**src/rtl/snake_move_ctrl.sv**
```systemverilog
// Snake movement controller: step timer, direction latching, segment store,
// wall/self collision detection and a registered cell probe for the display.
`timescale 1ns/1ps
module snake_move_ctrl #(
  parameter int TICK_DIV = 12_500_000,
  parameter int MAX_LEN  = 16
) (
  input  logic       Clk_50mhz,
  input  logic       Rst_n,
  input  logic       Key_up,
  input  logic       Key_down,
  input  logic       Key_left,
  input  logic       Key_right,
  input  logic       Restart,
  input  logic       Body_add_sig,
  input  logic [5:0] Query_x,
  input  logic [4:0] Query_y,
  output logic [5:0] Head_x,
  output logic [5:0] Head_y,
  output logic [4:0] Snake_len,
  output logic       Move_tick,
  output logic       Game_over,
  output logic       Is_head,
  output logic       Is_body
);

  // state    | meaning
  // S_IDLE   | waiting for first direction key, snake parked at start cell
  // S_RUN    | tick counter running, one move per TICK_DIV cycles
  // S_DEAD   | collision seen, everything frozen until Restart

  localparam int            CW        = $clog2(TICK_DIV);
  localparam logic [CW-1:0] TICK_LAST = CW'(TICK_DIV - 1);
  localparam logic [4:0]    LEN_MAX   = 5'(MAX_LEN);

  typedef enum logic [1:0] {S_IDLE, S_RUN, S_DEAD} state_e;
  // Encoding chosen so that the opposite direction is the LSB flipped.
  typedef enum logic [1:0] {D_UP = 2'd0, D_DOWN = 2'd1, D_LEFT = 2'd2, D_RIGHT = 2'd3} dir_e;

  state_e        state_q;
  dir_e          dir_q;
  dir_e          pend_q;
  logic          pend_vld_q;
  logic          grow_q;
  logic [CW-1:0] tick_q;
  logic [4:0]    len_q;
  logic [5:0]    seg_x_q [MAX_LEN];
  logic [4:0]    seg_y_q [MAX_LEN];
  logic          move_tick_q;
  logic          is_head_q;
  logic          is_body_q;

  logic          key_any;
  dir_e          key_dir;
  logic          key_ok;
  dir_e          eff_dir;
  logic [5:0]    head_x_d;
  logic [4:0]    head_y_d;
  logic          wall_hit;
  logic          self_hit;
  logic          body_hit;
  logic          grow_apply;
  logic [4:0]    hit_lim;
  logic          step;
  logic          restart;

  // Key priority and reversal filter against the committed direction.
  always_comb begin
    key_any = Key_up | Key_down | Key_left | Key_right;
    if (Key_up)          key_dir = D_UP;
    else if (Key_down)   key_dir = D_DOWN;
    else if (Key_left)   key_dir = D_LEFT;
    else                 key_dir = D_RIGHT;
    key_ok  = key_any && (key_dir != dir_e'(dir_q ^ 2'b01));
    // A key arriving in the step cycle itself still counts as the first key.
    if (pend_vld_q)      eff_dir = pend_q;
    else if (key_ok)     eff_dir = key_dir;
    else                 eff_dir = dir_q;
    step    = (state_q == S_RUN) && (tick_q == TICK_LAST);
    restart = (state_q == S_DEAD) && Restart;
  end

  // Candidate next head cell and wall check (underflow caught before subtracting).
  always_comb begin
    head_x_d = seg_x_q[0];
    head_y_d = seg_y_q[0];
    wall_hit = 1'b0;
    case (eff_dir)
      D_UP:    if (seg_y_q[0] == 5'd0)  wall_hit = 1'b1; else head_y_d = seg_y_q[0] - 5'd1;
      D_DOWN:  if (seg_y_q[0] >= 5'd29) wall_hit = 1'b1; else head_y_d = seg_y_q[0] + 5'd1;
      D_LEFT:  if (seg_x_q[0] == 6'd0)  wall_hit = 1'b1; else head_x_d = seg_x_q[0] - 6'd1;
      default: if (seg_x_q[0] >= 6'd39) wall_hit = 1'b1; else head_x_d = seg_x_q[0] + 6'd1;
    endcase
  end

  // Self collision: the tail cell is excluded when it vacates (no growth this step).
  always_comb begin
    grow_apply = (grow_q | Body_add_sig) && (len_q < LEN_MAX);
    hit_lim    = grow_apply ? len_q : len_q - 5'd1;
    self_hit   = 1'b0;
    body_hit   = 1'b0;
    for (int i = 1; i < MAX_LEN; i++) begin
      if ((5'(i) < hit_lim) && (seg_x_q[i] == head_x_d) && (seg_y_q[i] == head_y_d))
        self_hit = 1'b1;
      if ((5'(i) < len_q) && (seg_x_q[i] == Query_x) && (seg_y_q[i] == Query_y))
        body_hit = 1'b1;
    end
  end

  // Game FSM, step timer, direction latching and segment store.
  always_ff @(posedge Clk_50mhz) begin
    if (!Rst_n || restart) begin
      state_q     <= S_IDLE;
      dir_q       <= D_RIGHT;
      pend_q      <= D_RIGHT;
      pend_vld_q  <= 1'b0;
      grow_q      <= 1'b0;
      tick_q      <= '0;
      len_q       <= 5'd3;
      move_tick_q <= 1'b0;
      for (int i = 0; i < MAX_LEN; i++) begin
        seg_x_q[i] <= (i == 0) ? 6'd28 : (i == 1) ? 6'd27 : (i == 2) ? 6'd26 : 6'd0;
        seg_y_q[i] <= (i < 3) ? 5'd13 : 5'd0;
      end
    end else begin
      move_tick_q <= 1'b0;
      case (state_q)
        S_IDLE: begin
          if (key_any) begin
            state_q    <= S_RUN;
            tick_q     <= '0;
            pend_vld_q <= 1'b0;
            if (key_ok) dir_q <= key_dir;
          end
        end
        S_RUN: begin
          if (step) begin
            tick_q     <= '0;
            pend_vld_q <= 1'b0;
            grow_q     <= 1'b0;
            if (wall_hit || self_hit) begin
              state_q <= S_DEAD;
            end else begin
              dir_q      <= eff_dir;
              seg_x_q[0] <= head_x_d;
              seg_y_q[0] <= head_y_d;
              for (int i = 1; i < MAX_LEN; i++) begin
                seg_x_q[i] <= seg_x_q[i-1];
                seg_y_q[i] <= seg_y_q[i-1];
              end
              if (grow_apply) len_q <= len_q + 5'd1;
              move_tick_q <= 1'b1;
            end
          end else begin
            tick_q <= tick_q + CW'(1);
            if (!pend_vld_q && key_ok) begin
              pend_q     <= key_dir;
              pend_vld_q <= 1'b1;
            end
            if (Body_add_sig) grow_q <= 1'b1;
          end
        end
        S_DEAD: begin
        end
        default: state_q <= S_IDLE;
      endcase
    end
  end

  // Registered display probe against the store as it stands at the edge.
  always_ff @(posedge Clk_50mhz) begin
    if (!Rst_n) begin
      is_head_q <= 1'b0;
      is_body_q <= 1'b0;
    end else begin
      is_head_q <= (Query_x == seg_x_q[0]) && (Query_y == seg_y_q[0]);
      is_body_q <= body_hit;
    end
  end

  assign Head_x    = seg_x_q[0];
  assign Head_y    = {1'b0, seg_y_q[0]};
  assign Snake_len = len_q;
  assign Move_tick = move_tick_q;
  assign Game_over = (state_q == S_DEAD);
  assign Is_head   = is_head_q;
  assign Is_body   = is_body_q;

endmodule

```
**config.mk**
```make
export PLATFORM = sky130hd
export DESIGN_NAME = snake_move_ctrl
export DESIGN_NICKNAME = d
export VERILOG_FILES = /design/src/rtl/snake_move_ctrl.sv
export SDC_FILE = /design/constraint.sdc
export NUM_CORES = 1
export LEC_CHECK = 0
export CAP_MARGIN = 25
export CORE_MARGIN = 8
export CORE_UTILIZATION = 40
export CTS_BUF_LIST = sky130_fd_sc_hd__clkbuf_2
export DETAILED_ROUTE_END_ITERATION = 8
export HOLD_SLACK_MARGIN = 0.15
export SLEW_MARGIN = 10
export SYNTH_ARGS = -nofsm -noshare
export SYNTH_HDL_FRONTEND = slang
export SYNTH_SLANG_ARGS = --single-unit
```
**constraint.sdc**
```tcl
create_clock -name Clk_50mhz -period 44.9 [get_ports Clk_50mhz]
set_input_delay 4.49 -clock Clk_50mhz [delete_from_list [all_inputs] [get_ports Clk_50mhz]]
set_output_delay 4.49 -clock Clk_50mhz [all_outputs]
set_load 0.01 [all_outputs]
```
==> out/results.ini <==
[sta]
rsz0062_at_grt=no
worst_pin_slew_ns=1.08
hold_viol_final=0
finalCriticalPeriod_ns=9.99
final-max-slew-violation-count=0
fmax_mhz=100
fin_tns_setup_ns=0
setup_violations=0
relSlewSlack_pct=25.9
post-route-period-util_pct=22.2
fin_skew_ns=0.122

[cts]
clockBufferDepth=3
post-cts-setup-buffers=0
insertion_delay_ns=1.05
cts_sinks=216
root_buffer=clkbuf_2
path_clk_slew_ns=0.10
tritoncts=done
cts-resized-gates=0
cts_hold_buf=0
h-tree-depth=2
numCtsBuffers=59

[place]
gp_congestion=0.971
postPlaceCellArea_sq_um=15200
io_buffers=38
dp_hpwl_um=31900

[critical_path]
slowest_stage=buf_4
max_stage_delay_ns=0.71
reg2reg_depth=15
crit_type=input pin to register
setup.worst_path.end_class=register
worstSetupStartpointType=input pin
cp_max_fo=68
crit_arrival_ns=10.63
worstPathRequired_ns=45.54
crit_chain=clkdlybuf4s50_1, or3_1, a21oi_1, a31oi_2, nor3_1, or3_1, xnor2_1, nor4_1, and3_1, a311o_1, nor4_2, nand2b_1, o21ai_4, buf_4, buf_4

[logic_synthesis]
avgSynthCellArea_sq_um=10.0
synthArstFlopShare_pct=0
synth_edf_count=176
syn_nets=1481
synth_area_sq_um=14500
synth_cell_type_count=87
synth_cells=1453
ys_ff_latch=216
ys.flop_type=edfxtp_1
yosysSeqAreaShare_pct=41.9
synth_warnings=0

[global_route]
antenna_found_initial=1
grt_pass1_wl_um=69800
grt_pass1_vias=11200
grt_overflow_total=0
track_usage_pct=21.8
grt_max_degree=108

[outcome]
status=finished, final reports clean

[detailed_routing]
drt_wl_total_um=46800
drt_iter0_markers=1290
viasPerCell=5.86
antenna_left=0
first_pass_iters=5
route.detailed.drc=0
num_vias=11700
wl_per_cell_um=23.6

[pwr]
peakVddDrop_mv=0.0161
p_leak_uw=0.00562
power_density_nw_per_um2=29.8

[floorplan]
design.core.area_sq_um=36200
initial_core_util_pct=40.2
boundaryPins=40
die_w_um=207
fp-row-count=70
die_h_um=207
die_area_sq_um=42700

[min_path]
hp-class=register to register
whs_path_depth=1

[layout]
area_delta_synth_final_pct=8.43
layout.nets=1497
final_layout_size_suffix_gt1_share_pct=10.3
design_area_sq_um=15800
final_common_cell=xnor2_1
layout_common_cells=xnor2_1, edfxtp_1, xor2_1

[flow_run]
maxCapViolCount=0

## cells in the mapped netlist (40+ instances only)
library cell,instances,area share (%)
and2_1,94,4.0
and3_1,71,3.1
nor2_1,70,1.8
o21ai_0,41,1.4
xnor2_1,206,12
clkbuf_1,75,1.9
edfxtp_1,176,36
xor2_1,147,8.9
dfxtp_1,40,5.5
nand2_1,58,1.5
nor3_1,47,1.6
nand4_1,51,2.2
## kinds of logic after synthesis
family	after synthesis	share of synthesized area [%]
other	1	0.0258
adders and majority gates	9	0.775
buffers and inverters	134	4.17
muxes	18	1.67
DFF	216	41.9
and+or+nand+nor	535	20.8
xor gates and xnor gates	355	21.6
AOI/OAI and AO/OA	185	9.08
## where the power goes
group          internal (uW)  switching (uW)
Combinational           35.0            52.3
Clock                   49.5            96.2
Sequential               224            12.3
## routing by layer
| metal | share of wire (%) | up-vias | track usage, % | routed length, um |
|---|---|---|---|---|
| met5 | 0 | - | 0 | 0 |
| met4 | 3.7 | 0 | 9.59 | 1730 |
| met3 | 9.0 | 114 | 4.12 | 4200 |
| met2 | 44 | 590 | 33.4 | 20800 |
| met1 | 43 | 5675 | 29.7 | 20100 |
| li1 | - | 5271 | - | - |
## flip-flops by register name, indices dropped and copies added, names as in the netlist
register,cells
Is_body,1
Is_head,1
Move_tick,1
Snake_len,5
dir_q,2
grow_q,1
pend_q,2
pend_vld_q,1
seg_x_q,96
seg_y_q,80
state_q,2
tick_q,24
## critical path, delay by kind of cell
family	cells	cell delay (ns)
AND/OR/NAND/NOR	7	2.81
AO/OA/AOI/OAI	4	1.13
buffers and inverters	3	1.91
XOR/XNOR	1	0.19
## metrics by stage
step / std cells / util, % / hold WS [ns] / setup WS [ns] / total power, uW
after floorplan: 1453 / - / 0.448 / 24.26 / 302
after global placement: 1876 / 42.0 / 0.472 / 34.17 / 325
after detailed placement: 1876 / 42.0 / 0.482 / 33.93 / 325
after CTS: 1987 / 43.5 / 0.504 / 35.03 / 471
after global routing: 1988 / 43.5 / 0.543 / 34.56 / 489
final: 1988 / 43.5 / 0.506 / 34.91 / 469
## layout make-up
cell class              instances  area (sq um)
repair buffers                 67           593
diodes                          1          2.50
multi-input cells            1103          7850
inverters                      22          82.6
flip-flops and latches        216          6090
well taps                     468           586
clock buffers                  76           380
fillers                      3542         20400
clock inverters                35           166
## worst paths after layout
check | startpoint | to | slack, ns
worst max register to register | seg_y_q[0][1]$_SDFFCE_PN0P_ | seg_x_q[0][59]$_SDFFCE_PN0P_ | 38.17
worst min-delay path | tick_q[21]$_SDFFE_PP0P_ | tick_q[21]$_SDFFE_PP0P_ | 0.51
worst max-delay path | Key_left | seg_x_q[0][59]$_SDFFCE_PN0P_ | 34.91
worst min register to register | tick_q[21]$_SDFFE_PP0P_ | tick_q[21]$_SDFFE_PP0P_ | 0.51
(Power assumes the default switching activity.)
